[config.mk]
export PLATFORM = sky130hd
export DESIGN_NAME = seq_alu
export DESIGN_NICKNAME = d
export VERILOG_FILES = /design/src/rtl/seq_alu.sv
export SDC_FILE = /design/constraint.sdc
export NUM_CORES = 1
export LEC_CHECK = 0
export ABC_AREA = 1
export BUFFER_PORTS_ARGS = -buffer_cell sky130_fd_sc_hd__buf_2
export CAP_MARGIN = 0
export CORE_MARGIN = 2
export CORE_UTILIZATION = 30
export CTS_BUF_LIST = sky130_fd_sc_hd__clkbuf_2 sky130_fd_sc_hd__clkbuf_4 sky130_fd_sc_hd__clkbuf_8
export DETAILED_ROUTE_END_ITERATION = 7
export PLACE_DENSITY_LB_ADDON = 0.12
export SLEW_MARGIN = 20
export SYNTH_ARGS = -nofsm -noshare
export SYNTH_HDL_FRONTEND = slang
export SYNTH_SLANG_ARGS = --single-unit
[constraint.sdc]
create_clock -name clk -period 2.4 [get_ports clk]
set_input_delay 0.12 -clock clk [delete_from_list [all_inputs] [get_ports clk]]
set_output_delay 0.12 -clock clk [all_outputs]
set_load 0.03 [all_outputs]
[src/rtl/seq_alu.sv]
// Multi-cycle EX-stage execute unit: single-cycle logic/arithmetic,
// iterative one-bit-per-cycle shifts with Ready/Done handshake.
module seq_alu #(
  parameter int DATA_WIDTH  = 32,
  parameter int SHAMT_WIDTH = 5
) (
  input  logic                  clk,
  input  logic                  reset_n,
  input  logic [3:0]            Operation,
  input  logic [DATA_WIDTH-1:0] SrcA,
  input  logic [DATA_WIDTH-1:0] SrcB,
  input  logic                  Start,
  input  logic                  Flush,
  output logic                  Ready,
  output logic                  Done,
  output logic [DATA_WIDTH-1:0] Result,
  output logic                  Zero
);

  localparam logic [3:0] OP_AND = 4'b0000;
  localparam logic [3:0] OP_XOR = 4'b0001;
  localparam logic [3:0] OP_ADD = 4'b0010;
  localparam logic [3:0] OP_OR  = 4'b0011;
  localparam logic [3:0] OP_SUB = 4'b0100;
  localparam logic [3:0] OP_SRL = 4'b0101;
  localparam logic [3:0] OP_SLL = 4'b0110;
  localparam logic [3:0] OP_SRA = 4'b0111;
  localparam logic [3:0] OP_EQ  = 4'b1000;
  localparam logic [3:0] OP_SLT = 4'b1100;

  typedef enum logic {
    IDLE,
    SHIFT
  } state_t;

  state_t                 state;
  logic [DATA_WIDTH-1:0]  acc;
  logic [SHAMT_WIDTH-1:0] cnt;
  logic [3:0]             op_q;

  logic [DATA_WIDTH-1:0]  alu_res;
  logic [DATA_WIDTH-1:0]  shift_nxt;
  logic [SHAMT_WIDTH-1:0] shamt;
  logic                   is_shift;

  assign shamt    = SrcB[SHAMT_WIDTH-1:0];
  assign is_shift = (Operation == OP_SRL) ||
                    (Operation == OP_SLL) ||
                    (Operation == OP_SRA);
  assign Ready    = reset_n && (state == IDLE);

  // Shift ops only reach this path with a zero shift amount.
  always_comb begin
    alu_res = '0;
    unique case (Operation)
      OP_AND: alu_res = SrcA & SrcB;
      OP_XOR: alu_res = SrcA ^ SrcB;
      OP_ADD: alu_res = SrcA + SrcB;
      OP_OR:  alu_res = SrcA | SrcB;
      OP_SUB: alu_res = SrcA - SrcB;
      OP_SRL: alu_res = SrcA;
      OP_SLL: alu_res = SrcA;
      OP_SRA: alu_res = SrcA;
      OP_EQ:  alu_res = {{(DATA_WIDTH-1){1'b0}}, SrcA == SrcB};
      OP_SLT: alu_res = {{(DATA_WIDTH-1){1'b0}},
                         $signed(SrcA) < $signed(SrcB)};
      default: alu_res = '0;
    endcase
  end

  always_comb begin
    shift_nxt = '0;
    unique case (op_q)
      OP_SRL:  shift_nxt = {1'b0, acc[DATA_WIDTH-1:1]};
      OP_SLL:  shift_nxt = {acc[DATA_WIDTH-2:0], 1'b0};
      default: shift_nxt = {acc[DATA_WIDTH-1], acc[DATA_WIDTH-1:1]};
    endcase
  end

  always_ff @(posedge clk) begin
    if (!reset_n) begin
      state  <= IDLE;
      acc    <= '0;
      cnt    <= '0;
      op_q   <= '0;
      Result <= '0;
      Zero   <= 1'b1;
      Done   <= 1'b0;
    end else begin
      Done <= 1'b0;
      if (Flush) begin
        state <= IDLE;
        cnt   <= '0;
      end else begin
        unique case (state)
          IDLE: begin
            if (Start) begin
              if (is_shift && shamt != '0) begin
                acc   <= SrcA;
                cnt   <= shamt;
                op_q  <= Operation;
                state <= SHIFT;
              end else begin
                Result <= alu_res;
                Zero   <= (alu_res == '0);
                Done   <= 1'b1;
              end
            end
          end
          SHIFT: begin
            acc <= shift_nxt;
            cnt <= cnt - 1'b1;
            if (cnt == SHAMT_WIDTH'(1)) begin
              Result <= shift_nxt;
              Zero   <= (shift_nxt == '0);
              Done   <= 1'b1;
              state  <= IDLE;
            end
          end
          default: state <= IDLE;
        endcase
      end
    end
  end

endmodule

# [Word level (Yosys, flattened, before mapping)]
# Index checks and enable logic that the tools add are counted.
[word_totals] word_cells=72 out_inout_bits=35 inputBits=72 register_bits=76
[op_classes] n_addsub=3 order_cmp=1 n_eq_ne=17 n_bitwise=6 n_reduce_logical=14 mux=24
[ops] op="$pmux 32 s8" n=1
[ops] op="$pmux 32 s2" n=3
[ops] op="$mux 32" n=5
[ops] op="$logic_not 32->1" n=2
[ops] op="$add 32x32->32" n=1
[ops] op="$and 32x32->32" n=1
[ops] op="$eq 32x32->1" n=1
[ops] op="$lt 32x32->1" n=1
[ops] op="$or 32x32->32" n=1
[ops] op="$sub 32x32->32" n=1
[ops] op="$xor 32x32->32" n=1
[ops] op="$eq 4x3->1 const B" n=6
[ops] op="$mux 5" n=2
[ops] op="$pmux 5 s2" n=1
[ops] op="$mux 1" n=9
[ops] op="$eq 4x2->1 const B" n=2
[ops] op="$eq 4x4->1 const B" n=2
[ops] op="$reduce_and 4->1" n=2
[ops] op="$pmux 1 s2" n=3
[ops] op="$eq 5x1->1 const B" n=1
[ops] op="$reduce_bool 5->1" n=1
[ops] op="$sub 5x1->5 const B" n=1
[ops] op="$eq 4x1->1 const B" n=1
[ops] op="$logic_not 4->1" n=1
[ops] op="other kinds (9)" n=15

# [Longest topological paths before layout]
# Gate-level depths: netlist of run 1.
[logic_depth] depth_word=7 mapped_depth=24 depth_no_buf=23

# [Least setup slack after synthesis of run 1]
# OpenSTA, ideal clock, no wires.
[synth_path] path_kind="in2reg" startpoint="in SrcA[0]" endpoint="reg Zero" path_stages=22 n_path_buf=0 required_ps=2341 arrival_ps=1981 setup_slack_ps=360 setup_time_ps=59 path_cell_list="ha_1 -> inv_1 -> fa_1 -> inv_1 -> nand3_1 -> nand2_1 -> nand2_1 -> nand2_1 -> nand2_1 -> nand2_2 -> nand2_1 -> nand2_1 -> nand2_1 -> nand3_2 -> nand3_2 -> nor2_1 -> nand2_1 -> nor2_1 -> nand3_1 -> nand2_1 -> nand2_1 -> nand2_1"
[synth_between] elab_chain_cells=6 elab_cells_between_ends=12 classes_between="add/sub (2); order compare (1); eq/ne (1); mux (4); bitwise (3); reduce/logical (1)"
[synth_lines] item="start: declaration" line_no="10" source="input logic [DATA_WIDTH-1:0] SrcA,"
[synth_lines] item="$sub 32x32->32, or another cell as far along" line_no="60" source="OP_SUB: alu_res = SrcA - SrcB;"
[synth_lines] item="$pmux 32 s8 *" line_no="55" source="unique case (Operation)"
[synth_lines] item="$logic_not 32->1 *" line_no="105" source="Zero <= (alu_res == '0);"
[synth_lines] item="$mux 1 *" line_no="98" source="if (is_shift && shamt != '0) begin"
[synth_lines] item="$mux 1 *" line_no="97" source="if (Start) begin"
[synth_lines] item="$pmux 1 s2 *" line_no="95" source="unique case (state)"
[synth_lines] item="end signal: assignment" line_no="105"
[synth_lines] item="end signal: assignment" line_no="115" source="Zero <= (shift_nxt == '0);"
[synth_lines] item="end: declaration" line_no="17" source="output logic Zero"
# Every way passes the cells marked *; elsewhere a longest branch is shown, timed or not. The select of a mux whose other input is x is not followed.
# A chain may end at the register's enable or synchronous reset.

# [Final worst setup path of run 1]
[layout_path] startpoint="reg op_q[2]" endpoint="reg Zero"
[layout_between] elab_chain_cells=5 elab_cells_between_ends=6 classes_between="eq/ne (2); mux (3); reduce/logical (1)"
[layout_lines] item="start: declaration" line_no="39" source="logic [3:0] op_q;"
[layout_lines] item="start signal: assignment" line_no="101" source="op_q <= Operation;"
[layout_lines] item="$eq 4x3->1" line_no="73" source="unique case (op_q)"
[layout_lines] item="$pmux 32 s2 *" line_no="73"
[layout_lines] item="$logic_not 32->1 *" line_no="115"
[layout_lines] item="$mux 1 *" line_no="113" source="if (cnt == SHAMT_WIDTH'(1)) begin"
[layout_lines] item="$pmux 1 s2 *" line_no="95"
# Marked as above.

==> impl_results.md, run 1 <==
- RR Endpoint: Zero
- CTS sink count: 76
- Total CTS buffers: 9
- Initial antenna violation count: 1
- GRT Residual Overflow: 0
- Vias in the first global route: about 13000
- PnR worst setup slack: slightly above 0.09 ns
- Layout Skew: 0.0118 ns
- Starting Density: between 30% and 40%
- Placed inst area: 0.0141 mm²
- Cell Area, Synth: between 0.01 and 0.015 mm²
- Max clock buf depth: 2
- Largest cells by area after synthesis: nand2_1 (20%), dfxtp_1 (14%), ha_1 (12%), inv_1 (11%), nand3_1 (6.7%)
- Max-cap viol count: 0
- Critical Path Start Type: flip-flop
- Sequential area share after synthesis: approximately 14%
- Data required, critical path: about 2.7 ns
- Synth top cells by count: nand2_1 (566), inv_1 (325), nor2_1 (154)
- YS warnings: 0
- Pre-CTS WS: -0.539 ns
- Power Density: between 300 and 400 mW/mm²
- CP Class: reg2reg
- Static Leakage: 0.00806 µW
- Worst Hold Class: in2reg
- Ys async rst share: 0%
- Final Cell Area: 0.0149 mm²
- Vias: roughly 14000
- Netlist cell types: between 40 and 50
- GPL Wtd Cong: between 0.9 and 1
- Yosys reg bits: 76
- Fraction of layout cells with a size suffix above 1: roughly 29%
- Area growth from synthesis to layout: 40.1%
- Root buf cell: clkbuf_8
- Main synth FF type: dfxtp_1
- CP max FO: 16
- Peak Freq: ~430 MHz
- Post-layout minimum cycle time: 2.31 ns
- Tcrit/Tclk final: approximately 96%
- Critical Path Source: op_q[2]
- Maximum vdd drop: roughly 0.43 mV
- Residual DRC: 0
- Cells after Synth: around 1900
- DR vias/cell: 4.88
- Detail Placement HPWL: around 42 mm
- Die width: approximately 190 µm
- Clock latency on the worst-skew pair: between 0.3 and 0.4 ns
- Largest net degree at the start of global routing: 66
- First-pass GRT wire length: 73.4 mm
- GRT Resource Usage Total: around a quarter
- Cell Rows: 68
- Post-synth EDFFs: 0
- ANT cells: 0
- Reg2reg setup slack: slightly above 0.09 ns
- Routed Antenna Nets: 0
- Final Hold Viols: 0
- I/O Buffers: approximately 110
- Core area: 0.0347 mm²
- Drt wl/cell: around 18 µm
- Worst-margin pin slew: between 0.5 and 0.6 ns
- TritonCTS clock tree: built
- CP endpoint: Zero
- Syn Nets: ~2100
- Die Ht: roughly 190 µm
- FF-to-FF Start: op_q[2]
- CP Capture Type: flip-flop
- Most frequent cell after synthesis: nand2_1
- Synth top area share: 20.0%
- Register-to-Register Path Depth: 14
- Reg clk slew, reported paths: around 0.080 ns
- Die area: approximately 0.037 mm²
- Largest area contributor in the netlist: nand2_1
- Outcome: finished clean
- H-tree levels: 3
- Final #Nets: 2485
- Detailed Routing Iterations Pass 1: 6
- Hold-fix buffer count after cts: 0
- Ports: 107
- Max Slew Vio Count: 0
- CP Data Arrival Time: 2.61 ns
- Setup-failing EPs final: 0
- Initial drt markers: between 1000 and 1500
- Detailed Route WL: 49.9 mm
- Slew headroom: between 60% and 70%
- Syn Area/Cell: about 5.6 µm²
-- area by class of cell --
cell class / instances / area (µm²)
fillers: 3901 / 19900
multi-input cells: 1413 / 7890
repair buffers: 468 / 3370
flip-flops and latches: 76 / 1520
inverters: 342 / 1280
well taps: 455 / 569
clock buffers: 12 / 165
clock inverters: 4 / 70.1
-- worst min-delay path by stage --
stage,from,endpoint,slack [ns],cells after the start
6_report,reset_n,op_q[3],0.12,3
4_1_cts,Operation[1],op_q[1],0.11,3
5_1_grt,Operation[1],op_q[1],0.15,3
2_1_floorplan,Operation[1],op_q[1],0.27,2
3_3_place_gp,op_q[3],op_q[3],0.44,2
3_5_place_dp,op_q[3],op_q[3],0.45,2
-- cell families after synthesis --
group | share of synthesized area [%]
flops | 14.3
buf+inv | 16.1
fa+ha+maj | 12.3
xor+xnor | 0.248
simple gates | 39.8
compound gates | 17.2
-- sequential cells by signal, summed over array words and instances (netlist names) --
name and flops:
Done 1, Result 32, Zero 1, acc 32, cnt 5, op_q 4
state 1
-- through the flow --
step / instances / hold slack, ns / total power (µW) / util [%] / TNS, ns
2_1_floorplan: 1909 / 0.268 / 2780 / - / 0
3_3_place_gp: 2747 / 0.443 / 4150 / 40.5 / -1.67
3_5_place_dp: 2747 / 0.446 / 4140 / 40.5 / -1.35
4_1_cts: 2764 / 0.110 / 5320 / 41.4 / 0
5_1_grt: 2770 / 0.145 / 5830 / 42.8 / -0.0557
6_report: 2770 / 0.116 / 5480 / 42.8 / 0
-- layout by cell type (no fill, tap or decap), types with 7 or more instances in the layout --
cell type,count
nand2_1,553
buf_4,353
inv_1,322
o21ai_0,134
nor2_1,127
nand3_1,125
buf_2,104
ha_1,80
dfxtp_1,76
a21oi_1,70
a31oi_1,45
nor2_2,36
nand2_2,28
nand3_2,26
a211oi_1,20
nand4_1,19
o22ai_1,19
inv_2,18
nor3_1,16
or2_2,15
ha_4,12
clkbuf_8,12
nor2_4,9
ha_2,9
buf_12,9
a21oi_2,8
o21bai_1,8
nor3_2,7
-- report_power, final --
part           leakage [µW]  switching [µW]  internal [µW]
combinational       0.00732            1760           1200
sequential         0.000620            33.0           1330
clock              0.000122             489            668
total               0.00806            2290           3200
-- what timing repair did --
| action | CTS | global route |
|---|---|---|
| pin swaps | 2 | 22 |
| resized for setup | 13 | 111 |
| endpoints found under the setup margin | 1 | 2 |
| cloned | 0 | 0 |
| setup buffers | 1 | 6 |
-- layer usage --
layer,vias to the layer above,GRT usage [%],wire [µm]
li1,6847,-,-
met1,6230,39.1,24800
met2,394,40.4,21000
met3,47,3.40,3160
met4,0,6.64,963
met5,-,0,0
-- critical path: stages (launching register included) --
cell and delay [ns]:
dfxtp_1 0.31, inv_1 0.06, nor2_1 0.11, nand3_2 0.17, buf_12 0.19, nand2_1 0.05, o21ai_0 0.14, nor2_1 0.14
nand4_1 0.26, nor4_4 0.36, buf_4 0.18, nand4_1 0.10, nand2_1 0.08, nand2_1 0.04, nand2_1 0.05
(Power assumes the default switching activity.)
==> run 2: changes to the inputs <==
--- a/config.mk
+++ b/config.mk
@@ -8,6 +8,8 @@
 export ABC_AREA = 1
 export BUFFER_PORTS_ARGS = -buffer_cell sky130_fd_sc_hd__buf_2
 export CAP_MARGIN = 0
+export CELL_PAD_IN_SITES_DETAIL_PLACEMENT = 1
+export CELL_PAD_IN_SITES_GLOBAL_PLACEMENT = 2
 export CORE_MARGIN = 2
 export CORE_UTILIZATION = 30
 export CTS_BUF_LIST = sky130_fd_sc_hd__clkbuf_2 sky130_fd_sc_hd__clkbuf_4 sky130_fd_sc_hd__clkbuf_8
==> run 2 against run 1 <==
- first-iteration DRC count is 32% lower
- routed wire length increased by 8.3%
- sequential share of layout area up 0.19 points
- maximum frequency down 0.64%
- via count is 2.0% higher
- sequential power about the same
- die area stayed put
- worst hold slack better by 0.00099 ns
- clock power shrank 16%
- flip-flop and latch count stayed put
==> impl_results.md, run 2 (same netlist as run 1, synthesis figures left out) <==
- Worst path cell trace: buf_2, inv_1, ha_1, inv_1, nor3_4, buf_4, nand3_1, nand3b_1, a21oi_1, o21ai_0, nand3_1, nor2_1, nand2_1, nor3_2, nand3_1, nand2_1, nand2_1, nand2_1
- CP max stage delay: 0.37 ns (about the same)
- Cell mode on critical path: nand2_1
- Max Slew Vio Count: 0 (unchanged)
- GRT Resource Usage Total: 29.2% (+2.7 points)
- RR Endpoint: Zero
- Initial antenna violation count: 0 (-1)
- Crit path depth: 18 (+4)
- Final TNS setup: 0 ns (unchanged)
- CP Capture Type: flip-flop
- Tcrit/Tclk final: 96.8% (+0.62 points)
- Starting Density: 30.6% (unchanged)
- Total CTS buffers: 9 (unchanged)
- CTS sink count: 76 (unchanged)
- ANT cells: 0 (unchanged)
- DR vias/cell: 4.99 (+2.2%)
- Critical Path Source: SrcA[1]
- Final Hold Viols: 0 (unchanged)
- Max-cap viol count: 0 (unchanged)
- Largest net degree at the start of global routing: 66 (unchanged)
- Fill count: 4804 (+23%)
- Detailed Routing Iterations Pass 1: 5 (-1)
- Clock latency on the worst-skew pair: 0.37 ns (about the same)
- Fraction of layout cells with a size suffix above 1: 27.9% (-0.82 points)
- First-pass GRT wire length: 81.3 mm (+11%)
- Root buf cell: clkbuf_8
- Final #Nets: 2482 (-0.12%)
- FF-to-FF Start: op_q[2]
- Vias in the first global route: 14100 (+12%)
- Maximum vdd drop: 0.279 mV (-35%)
- Detail Placement HPWL: 46.0 mm (+9.2%)
- Max clock buf depth: 2 (unchanged)
- Routed Antenna Nets: 0 (unchanged)
- Layout Skew: 0.00996 ns (-0.00180 ns)
- TritonCTS clock tree: built
- Die Ht: 192 µm (unchanged)
- Ports: 107 (unchanged)
- Biggest regs: Result: 32 flops, acc: 32 flops, cnt: 5 flops
- Static Leakage: 0.00800 µW (-0.85%)
- Crit path buf inv count: 4 (+1)
- Outcome: finished clean
- CP max FO: 3 (-13)
- Final Cell Area: 0.0146 mm² (-1.8%)
- Area growth from synthesis to layout: 37.6%
- Detailed Route WL: 54.0 mm (+8.3%)
- Cell Rows: 68 (unchanged)
- Data required, critical path: 2.72 ns (+0.02 ns)
- Hold-fix buffer count after cts: 0 (unchanged)
- GRT Residual Overflow: 0 (unchanged)
- Initial drt markers: 812 (-32%)
- Setup-failing EPs final: 0 (unchanged)
- Core area: 0.0347 mm² (unchanged)
- Residual DRC: 0 (unchanged)
- Reg2reg setup slack: 0.18 ns (+0.09 ns)
- Vias: 13800 (+2.0%)
- Register-to-Register Path Depth: 15 (+1)
- Slowest cell on crit path: ha_1
- Peak Freq: 430 MHz (-0.64%)
- Commonest non-fill, non-tap cell in the layout: nand2_1
- CP endpoint: Zero
- Power Density: 360 mW/mm² (-2.5%)
- Reg clk slew, reported paths: 0.08 ns (about the same)
- I/O Buffers: 106 (unchanged)
- CP Class: in2reg
- Post-layout minimum cycle time: 2.32 ns (+0.0148 ns)
- Commonest non-fill, non-tap cells in the layout: nand2_1 (554), buf_4 (351), inv_1 (322)
- Worst Hold Class: in2reg
- CP Data Arrival Time: 2.65 ns (+0.04 ns)
- Drt wl/cell: 19.5 µm (+8.4%)
- Die width: 192 µm (unchanged)
- Die area: 0.0369 mm² (unchanged)
- Worst-margin pin slew: 0.622 ns (+0.0327 ns)
- Slew headroom: 58.5% (-2.2 points)
- Critical Path Start Type: input port
- Placed inst area: 0.0141 mm² (about the same)
- GPL Wtd Cong: 0.966 (-1.9%)
- Final core occ: 42.1% (-0.76 points)
- Crit-path leading delay family: simple AND/OR/NAND/NOR gates
- H-tree levels: 3 (unchanged)
[run 2: changes by cell type in the layout (fill, tap and decap cells not counted), sizes merged]
cell    delta
buf        -1
bufinv     -2
clkinv     -1
[run 2: final cells by class]
| class | count | area, µm² | area share [%] |
|---|---|---|---|
| multi-input cells | 1413 | 7710 | 52.8 |
| clock buffers | 14 | 186 | 1.28 |
| well taps | 455 | 569 | 3.90 |
| flip-flops and latches | 76 | 1520 | 10.4 |
| inverters | 342 | 1280 | 8.79 |
| repair buffers | 465 | 3330 | 22.8 |
| clock inverters | 1 | 5.00 | 0.0343 |
[run 2: timing repair]
| item | 4_1_cts | 5_1_grt |
|---|---|---|
| setup endpoints to repair | 1 | 3 |
| pin swaps | 1 | 6 |
| setup buffers | 0 | 3 |
| resized for setup | 3 | 84 |
[run 2: worst min-delay path by stage]
stage,to,from,cells after the start
2_1_floorplan,op_q[1],Operation[1],2
3_3_place_gp,op_q[3],op_q[3],2
3_5_place_dp,op_q[3],op_q[3],2
4_1_cts,op_q[1],Operation[1],3
5_1_grt,op_q[1],Operation[1],3
6_report,op_q[3],reset_n,3
[run 2: per-layer routing]
metal | track usage [%] | share of wire [%]
met1 | 40.8 | 49
met2 | 48.4 | 45
met3 | 2.52 | 4.5
met4 | 7.05 | 2.0
met5 | 0 | 0
[run 2: through the flow]
step	total power, µW	hold WS [ns]	instances	setup WS [ns]
2_1_floorplan	2780	0.268	1909	0.360
3_3_place_gp	4130	0.443	2748	-0.466
3_5_place_dp	4170	0.455	2748	-0.540
4_1_cts	5160	0.101	2763	0.0303
5_1_grt	5590	0.122	2766	-0.00930
6_report	5250	0.117	2766	0.0760
[run 2: where the power goes]
part           internal [µW]  switching [µW]
registers               1330            34.3
clock network            494             476
logic                   1160            1760
[run 2: worst register-to-register path, delay by kind of cell, from the launching register on]
kind,cells,cell delay (ns)
flip-flops,1,0.30
buffers and inverters,4,0.59
AO/OA/AOI/OAI,1,0.11
AND/OR/NAND/NOR,10,1.18
